**src/rtl/oclib_uart_tx_arbiter.sv**
```systemverilog
`default_nettype none
// ============================================================================
// Module   : oclib_uart_tx_arbiter
// Brief    : Message-granular round-robin arbiter for a shared UART TX byte
//            channel, with idle-timeout forced release of a stalled holder.
// Revision : 1.0 - initial release
// ============================================================================
module oclib_uart_tx_arbiter #(
    parameter int Requesters        = 2,
    parameter int IdleTimeoutCycles = 1_000_000,
    parameter int GrantWidth        = (Requesters > 1) ? $clog2(Requesters) : 1
) (
    input  logic                    clock,
    input  logic                    reset,
    input  logic [Requesters*8-1:0] reqData,
    input  logic [Requesters-1:0]   reqValid,
    input  logic [Requesters-1:0]   reqLast,
    output logic [Requesters-1:0]   reqReady,
    output logic [7:0]              txData,
    output logic                    txValid,
    input  logic                    txReady,
    output logic [GrantWidth-1:0]   grantId,
    output logic                    busy,
    output logic                    errorTimeout
);

    localparam int c_CNT_W = (IdleTimeoutCycles > 0) ? $clog2(IdleTimeoutCycles + 1) : 1;
    localparam logic [c_CNT_W-1:0]    c_THRESH  = c_CNT_W'(IdleTimeoutCycles);
    localparam logic                  c_TO_EN   = (IdleTimeoutCycles != 0);
    localparam logic [GrantWidth-1:0] c_LAST_ID = GrantWidth'(Requesters - 1);

    typedef enum logic [0:0] {
        IDLE  = 1'b0,
        GRANT = 1'b1
    } state_t;

    state_t                r_state;
    state_t                w_state_nxt;
    logic [GrantWidth-1:0] r_grant;
    logic [GrantWidth-1:0] w_grant_nxt;
    logic [GrantWidth-1:0] r_rr_ptr;
    logic [GrantWidth-1:0] w_rr_nxt;
    logic [GrantWidth-1:0] w_grant_inc;
    logic [GrantWidth-1:0] w_sel;
    logic [GrantWidth-1:0] w_cand;
    logic                  w_found;
    int                    w_rr_idx;
    logic [c_CNT_W-1:0]    r_idle_cnt;
    logic [c_CNT_W-1:0]    w_cnt_nxt;
    logic [c_CNT_W-1:0]    w_cnt_inc;
    logic                  r_err;
    logic                  w_err_nxt;
    logic                  w_xfer;
    logic [7:0]            w_bytes [Requesters];

    generate
        for (genvar gi = 0; gi < Requesters; gi++) begin : g_unpack
            assign w_bytes[gi] = reqData[gi*8 +: 8];
        end
    endgenerate

    // First valid requester at or above the round-robin pointer, wrapping.
    always_comb begin
        w_found  = 1'b0;
        w_sel    = '0;
        w_rr_idx = 0;
        w_cand   = '0;
        for (int k = 0; k < Requesters; k++) begin
            w_rr_idx = int'(r_rr_ptr) + k;
            if (w_rr_idx >= Requesters) begin
                w_rr_idx = w_rr_idx - Requesters;
            end
            w_cand = GrantWidth'(w_rr_idx);
            if (!w_found && reqValid[w_cand]) begin
                w_found = 1'b1;
                w_sel   = w_cand;
            end
        end
    end

    assign w_grant_inc = (r_grant == c_LAST_ID) ? '0 : r_grant + 1'b1;
    assign w_cnt_inc   = (&r_idle_cnt) ? r_idle_cnt : r_idle_cnt + 1'b1;

    always_comb begin
        txData      = w_bytes[r_grant];
        txValid     = 1'b0;
        reqReady    = '0;
        w_state_nxt = r_state;
        w_grant_nxt = r_grant;
        w_rr_nxt    = r_rr_ptr;
        w_cnt_nxt   = r_idle_cnt;
        w_err_nxt   = 1'b0;
        if (r_state == GRANT) begin
            txValid           = reqValid[r_grant];
            reqReady[r_grant] = txReady;
        end
        w_xfer = txValid && txReady;

        case (r_state)
            IDLE: begin
                if (w_found) begin
                    w_state_nxt = GRANT;
                    w_grant_nxt = w_sel;
                    w_cnt_nxt   = '0;
                end
            end
            GRANT: begin
                if (w_xfer) begin
                    w_cnt_nxt = '0;
                    if (reqLast[r_grant]) begin
                        w_state_nxt = IDLE;
                        w_rr_nxt    = w_grant_inc;
                    end
                end else begin
                    w_cnt_nxt = w_cnt_inc;
                    // Release fires on the cycle the count reaches the threshold,
                    // so the pulse lands on the first IDLE cycle.
                    if (c_TO_EN && (w_cnt_inc == c_THRESH)) begin
                        w_state_nxt = IDLE;
                        w_rr_nxt    = w_grant_inc;
                        w_err_nxt   = 1'b1;
                    end
                end
            end
            default: w_state_nxt = IDLE;
        endcase
    end

    always_ff @(posedge clock or posedge reset) begin
        if (reset) begin
            r_state    <= IDLE;
            r_grant    <= '0;
            r_rr_ptr   <= '0;
            r_idle_cnt <= '0;
            r_err      <= 1'b0;
        end else begin
            r_state    <= w_state_nxt;
            r_grant    <= w_grant_nxt;
            r_rr_ptr   <= w_rr_nxt;
            r_idle_cnt <= w_cnt_nxt;
            r_err      <= w_err_nxt;
        end
    end

    assign grantId      = r_grant;
    assign busy         = (r_state == GRANT);
    assign errorTimeout = r_err;

endmodule
`default_nettype wire

```
**config.mk**
```make
export PLATFORM = sky130hd
export DESIGN_NAME = oclib_uart_tx_arbiter
export DESIGN_NICKNAME = d
export VERILOG_FILES = /design/src/rtl/oclib_uart_tx_arbiter.sv
export SDC_FILE = /design/constraint.sdc
export NUM_CORES = 1
export LEC_CHECK = 0
export BUFFER_PORTS_ARGS = -buffer_cell sky130_fd_sc_hd__buf_2
export CAP_MARGIN = 20
export CORE_MARGIN = 2
export CORE_UTILIZATION = 55
export DETAILED_ROUTE_END_ITERATION = 6
export HOLD_SLACK_MARGIN = 0.08
export PLACE_DENSITY = 0.8
export SKIP_LAST_GASP = 1
export SLEW_MARGIN = 20
export SYNTH_ARGS = -nofsm -noshare
export SYNTH_HDL_FRONTEND = slang
export SYNTH_SLANG_ARGS = --single-unit
export TNS_END_PERCENT = 30
```
**constraint.sdc**
```tcl
create_clock -name clock -period 2.6 [get_ports clock]
set_input_delay 0.13 -clock clock [delete_from_list [all_inputs] [get_ports clock]]
set_output_delay 0.13 -clock clock [all_outputs]
set_load 0.1 [all_outputs]
```
==> results.cfg, run 1 <==
[power_and_ir_drop]
clkPwrFrac_pct = 15.7
p_sw_share_pct = 53.0
worst_ir_drop_vdd_mv = 0.843
p_leak_uw = 0.000930
intPower_uw = 803
p_seq_share_pct = 29.7
power_density_nw_per_um2 = 818
power.switching_uw = 905
power_frac_comb_pct = 54.6

[cells_and_area]
drive_above_1_share_pct = 27.0
antenna_cells = 0
nFillCells = 284
nNetsFinal = 281
post-route-util_pct = 67.3
synthToLayoutAreaGrowth_pct = 15.5
finalNonFillerCells = 300

[sta]
relSlewSlack_pct = 67.4
grt_setup_unrepaired = false
setup_slack_ns = 0.254
period_share_pct = 90.2
post-route-min-period_ns = 2.35
worst_slew_pin_slew_ns = 0.492
fin_setup_tns_ns = 0
finalClockSkew_ns = 0.0117
finalSetupViolCount = 0
max_freq_ghz = 0.426
hold_viol_final = 0
slew_viol_final = 0

[critical_path]
critPathRequiredTime_ns = 2.80
r2r_slack_ns = 0.25
critPathLaunch = r_idle_cnt[0]
reg2reg_to = r_rr_ptr
crit_fanout = 9
r2r_start = r_idle_cnt[0]
crit_type = reg2reg
crit_arrival_ns = 2.54
start_kind = flop
worst_setup_path_end_kind = flop
reg2reg_depth = 8

[yosys]
async_flop_share_pct = 100
syn_avg_cell_area_sq_um = 8.19
ys_warn_count = 0
synth_cell_types = 47
netlist_area_sq_um = 1810
yosysSeqAreaShare_pct = 33.2
synth-edff-count = 0
synth-seq-cells = 24
ys.flop_type = dfrtp_1
syn_nets = 245
netlist_instances = 221

[global_route]
gr-total-overflow = 0
grt_first_pass_wirelength_mm = 7.50
grtUsageTotal_pct = 26.4
antenna_found_initial = 0
grt_max_degree = 25
grt_pass1_vias = 1625

[run_status]
status = finished, final reports clean

[detailed_routing]
drtIter0Drc = 171
drc = 0
vias = 1812
wl_mm = 4.50
wire_per_inst_microns = 15.0
ant_nets = 0
vias_per_cell = 6.04
dr.pass1.iters = 5

[cts]
clk_pin_slew_ns = 0.14
htree_levels = 1
cts_tree = built
cts.path.max_buffers = 2
clk_latency_ns = 0.32
postCtsSetupBuffers = 0
root_buffer = clkbuf_4
cts_num_sinks = 24
cts-buffers-inserted = 3

[floorplan]
ioPinCount = 37
start_util_pct = 58.3
core_area_sq_um = 3100
die_w_microns = 61.4
fp-row-count = 20
die_h_microns = 61.4
die_area_sq_um = 3760

[worst_hold_path]
min_to = busy
min_from = reqLast[1]
worstHoldPathType = in2reg
holdPathStages = 4

[run]
cap_violations = 0

[placement]
portBuffers = 36
dp_hpwl_mm = 3.39
globalplace.congestion = 0.960
place_inst = 292
place_ws_ns = 0.280
[worst max-delay path, cell delays in order (launching register included)]
cell	delay, ns
dfrtp_1	0.46
ha_1	0.29
nand3_2	0.15
nor3_4	0.38
and2_4	0.28
a211oi_4	0.08
nor4_4	0.29
a41oi_2	0.16
mux2i_1	0.14
[what timing repair did]
| action | in CTS | in global routing |
|---|---|---|
| gates resized for setup | 0 | 0 |
| hold endpoints to repair | 25 | 0 |
| hold buffers | 3 | 0 |
[metrics by stage]
stage               instance area [sq um]  hold slack (ns)  total power [uW]
global placement                     1990            0.354              1420
floorplan                            1810            0.145              1290
global route                         2090            0.259              1810
finish                               2090            0.264              1710
CTS                                  2070            0.255              1720
detailed placement                   1990            0.363              1430
[area by class of cell]
| type | instances | area (sq um) | area share [%] |
|---|---|---|---|
| clock buffer | 3 | 22.5 | 1.08 |
| clock inverter | 1 | 30.0 | 1.44 |
| inverter | 10 | 37.5 | 1.80 |
| sequential | 24 | 602 | 28.8 |
| timing repair buffer | 43 | 248 | 11.9 |
| tap | 44 | 55.1 | 2.63 |
| multi-input combinational | 175 | 1090 | 52.4 |
[cells in the mapped netlist (all sizes together), types with 6 or more instances]
cell type	count	area [sq um]
nand2	30	113
o21ai	26	130
dfrtp	24	601
a21oi	20	100
nor2	16	60.1
nand3	13	87.6
inv	10	37.5
mux2	9	101
buf	8	61.3
and3	7	51.3
nor3	6	41.3
or3	6	37.5
[worst max path at each step]
stage	end	slack (ns)	cells after the start
final	r_rr_ptr	0.25	8
after global routing	r_rr_ptr	0.06	8
after CTS	r_rr_ptr	0.27	8
after detailed placement	busy	0.28	8
after global placement	busy	0.37	8
after floorplan	reqReady[0]	0.05	2
[placed cells by master (no fill, tap or decap), types with 2 or more instances in the layout]
cell type / n
dlygate4sd3_1: 3
buf_4: 3
clkbuf_4: 3
o31ai_1: 2
nand2_1: 30
and3_1: 4
xnor2_1: 2
mux2_2: 9
and4_1: 2
nor2_1: 16
nand3_2: 2
a31oi_1: 5
o21ai_0: 26
nand4_1: 5
a21oi_1: 20
or3_1: 6
buf_2: 36
dfrtp_1: 23
nand3_1: 10
inv_1: 10
nand3b_1: 2
a22o_1: 3
nor3_1: 5
and2_1: 2
and3_2: 2
[layer usage]
metal,part of all wire [%],up-vias,track usage (%)
met3,8.5,2,5.67
met4,0.31,0,2.43
met5,0,-,0
met2,47,82,43.0
li1,-,875,-
met1,44,853,37.9
[power by group through the flow]
stage	logic [uW]	clock network, uW	registers, uW
after global routing	992	297	525
final	933	267	508
after detailed placement	917	0	514
after CTS	932	276	507
after global placement	912	0	512
after floorplan	740	0	545
[cell families (layout without fill, tap and decap cells)]
group | after synthesis | count (layout) | share of synthesized area [%]
compound gates | 67 | 67 | 22.8
xor+xnor | 2 | 2 | 0.968
fa+ha+maj | 1 | 1 | 0.691
buf+inv | 22 | 57 | 6.29
flops | 24 | 24 | 33.2
mux | 10 | 10 | 6.16
simple gates | 95 | 95 | 29.9
[sequential cells by signal, indices dropped and copies added (netlist names)]
signal / cells
busy: 1
errorTimeout: 1
grantId: 1
r_idle_cnt: 20
r_rr_ptr: 1
Power figures use the tool's default switching activity.
==> run 2: changes to the inputs <==
Settings changed: CORE_MARGIN 2 to unset, CORE_UTILIZATION 55 to 59, PLACE_DENSITY 0.8 to 0.85.
Clock period 2.6 ns to 2.9 ns, I/O delays scaled along.
==> run 2 against run 1 <==
Core utilization rose by 4.0 points. Cell count fell by 5.3%. Sequential power fell by 10%. Hold slack got worse by 0.17 ns. Power fell by 16%. Critical path type unchanged. Critical endpoint is now busy.
==> results.cfg, run 2 (synthesis gave the netlist of run 1 again) <==
[critical_path]
cpPeakStageDelay_ns = 0.48
crit_arrival_ns = 2.60
crit_family = simple AND/OR/NAND/NOR gates
r2r_slack_ns = 0.53
crit_fanout = 9
crit_path_top_delay_cell = dfrtp_1
r2r_start = r_idle_cnt[0]
start_kind = flop
reg2reg_depth = 8
crit_type = reg2reg
critPathLaunch = r_idle_cnt[0]
critPathRequiredTime_ns = 3.13
reg2reg_to = busy
path_buf_inv = 0
worst_setup_path_end_kind = flop
path_cells = ha_1, nand3_2, nor3_4, a21oi_1, or3_1, nand3_1, and4_2, nor3_1

[sta]
hold_viol_final = 0
finalClockSkew_ns = 0.00497
finalSetupViolCount = 0
post-route-min-period_ns = 2.37
max_freq_ghz = 0.421
slew_viol_final = 0
period_share_pct = 81.8
worst_slew_pin_slew_ns = 0.903
grt_setup_unrepaired = false
setup_slack_ns = 0.527
fin_setup_tns_ns = 0
relSlewSlack_pct = 39.7

[cells_and_area]
max_flop_register = r_idle_cnt
drive_above_1_share_pct = 26.1
final_cell_mix = 36 x buf_2, 30 x nand2_1, 26 x o21ai_0
nNetsFinal = 279
largest_reg_flops = 20
finalNonFillerCells = 284
antenna_cells = 0
final_common_cell = buf_2
final_area_sq_um = 2020
synthToLayoutAreaGrowth_pct = 11.5

[cts]
cts_hold_buf = 2
root_buffer = clkbuf_4
htree_levels = 1
postCtsSetupBuffers = 0
cts-buffers-inserted = 3
cts_num_sinks = 24
clk_pin_slew_ns = 0.13
cts_tree = built
cts.path.max_buffers = 2
clk_latency_ns = 0.33
cts_resized = 0

[detailed_routing]
vias_per_cell = 6.34
dr.pass1.iters = 4
drc = 0
wire_per_inst_microns = 15.6
vias = 1800
wl_mm = 4.43
ant_nets = 0
drtIter0Drc = 67

[run]
cap_violations = 0

[floorplan]
core_area_sq_um = 2830
start_util_pct = 64.0
die_area_sq_um = 3290
die_h_microns = 57.4
ioPinCount = 37
fp-row-count = 19
die_w_microns = 57.4

[placement]
place_area_sq_um = 1970
portBuffers = 36
globalplace.congestion = 0.923
place_ws_ns = 0.566
place_inst = 279
dp_hpwl_mm = 3.24

[power_and_ir_drop]
p_sw_share_pct = 57.0
power.switching_uw = 817
p_seq_share_pct = 31.8
power_density_nw_per_um2 = 711
worst_ir_drop_vdd_mv = 0.997
p_leak_uw = 0.000906
power_frac_comb_pct = 57.5
intPower_uw = 616
clkPwrFrac_pct = 10.7

[global_route]
grt_pass1_vias = 1554
antenna_found_initial = 0
gr-total-overflow = 0
grtUsageTotal_pct = 28.7
grt_first_pass_wirelength_mm = 7.33
grt_max_degree = 25

[worst_hold_path]
worstHoldPathType = in2reg
holdPathStages = 3
min_to = grantId
min_from = reqValid[1]

[run_status]
status = finished, final reports clean
==> run 2: worst max path at each step <==
stage / to / cells after the start
after floorplan: busy / 7
after global placement: busy / 8
after detailed placement: busy / 8
after CTS: busy / 8
after global routing: r_rr_ptr / 8
final: busy / 8
==> run 2: routing by layer <==
layer / wire length, microns / global-route usage [%] / up-vias
met5: 0 / 0 / -
li1: - / - / 871
met3: 422 / 3.63 / 7
met2: 1960 / 43.0 / 93
met4: 72 / 13.6 / 0
met1: 1980 / 41.2 / 829
==> run 2: worst register-to-register path: cells and delay by family, from the launching register on <==
kind                       cells  cell delay (ns)
DFF                            1             0.48
AOI/OAI and AO/OA              1             0.22
adders and majority gates      1             0.32
and+or+nand+nor                6             1.26
==> run 2: stage by stage <==
step                util, %  power (uW)  hold WS (ns)
floorplan                 -        1150         0.160
global placement       69.8        1270         0.376
detailed placement     69.8        1280         0.390
CTS                    71.3        1430        0.0898
global route           71.3        1500         0.129
finish                 71.3        1430        0.0916
==> run 2: cell type report <==
cell class                 count  area [sq um]
sequential                    24           601
fill                         228           812
inverter                      10          37.5
multi-input combinational    175          1090
tap                           31          38.8
timing repair buffer          41           223
clock buffer                   3          22.5
==> run 2: power groups by stage <==
stage               sequential [uW]  combinational, uW  clock, uW
floorplan                       487                665          0
global route                    467                866        163
finish                          455                824        154
CTS                             452                821        154
global placement                458                814          0
detailed placement              458                818          0
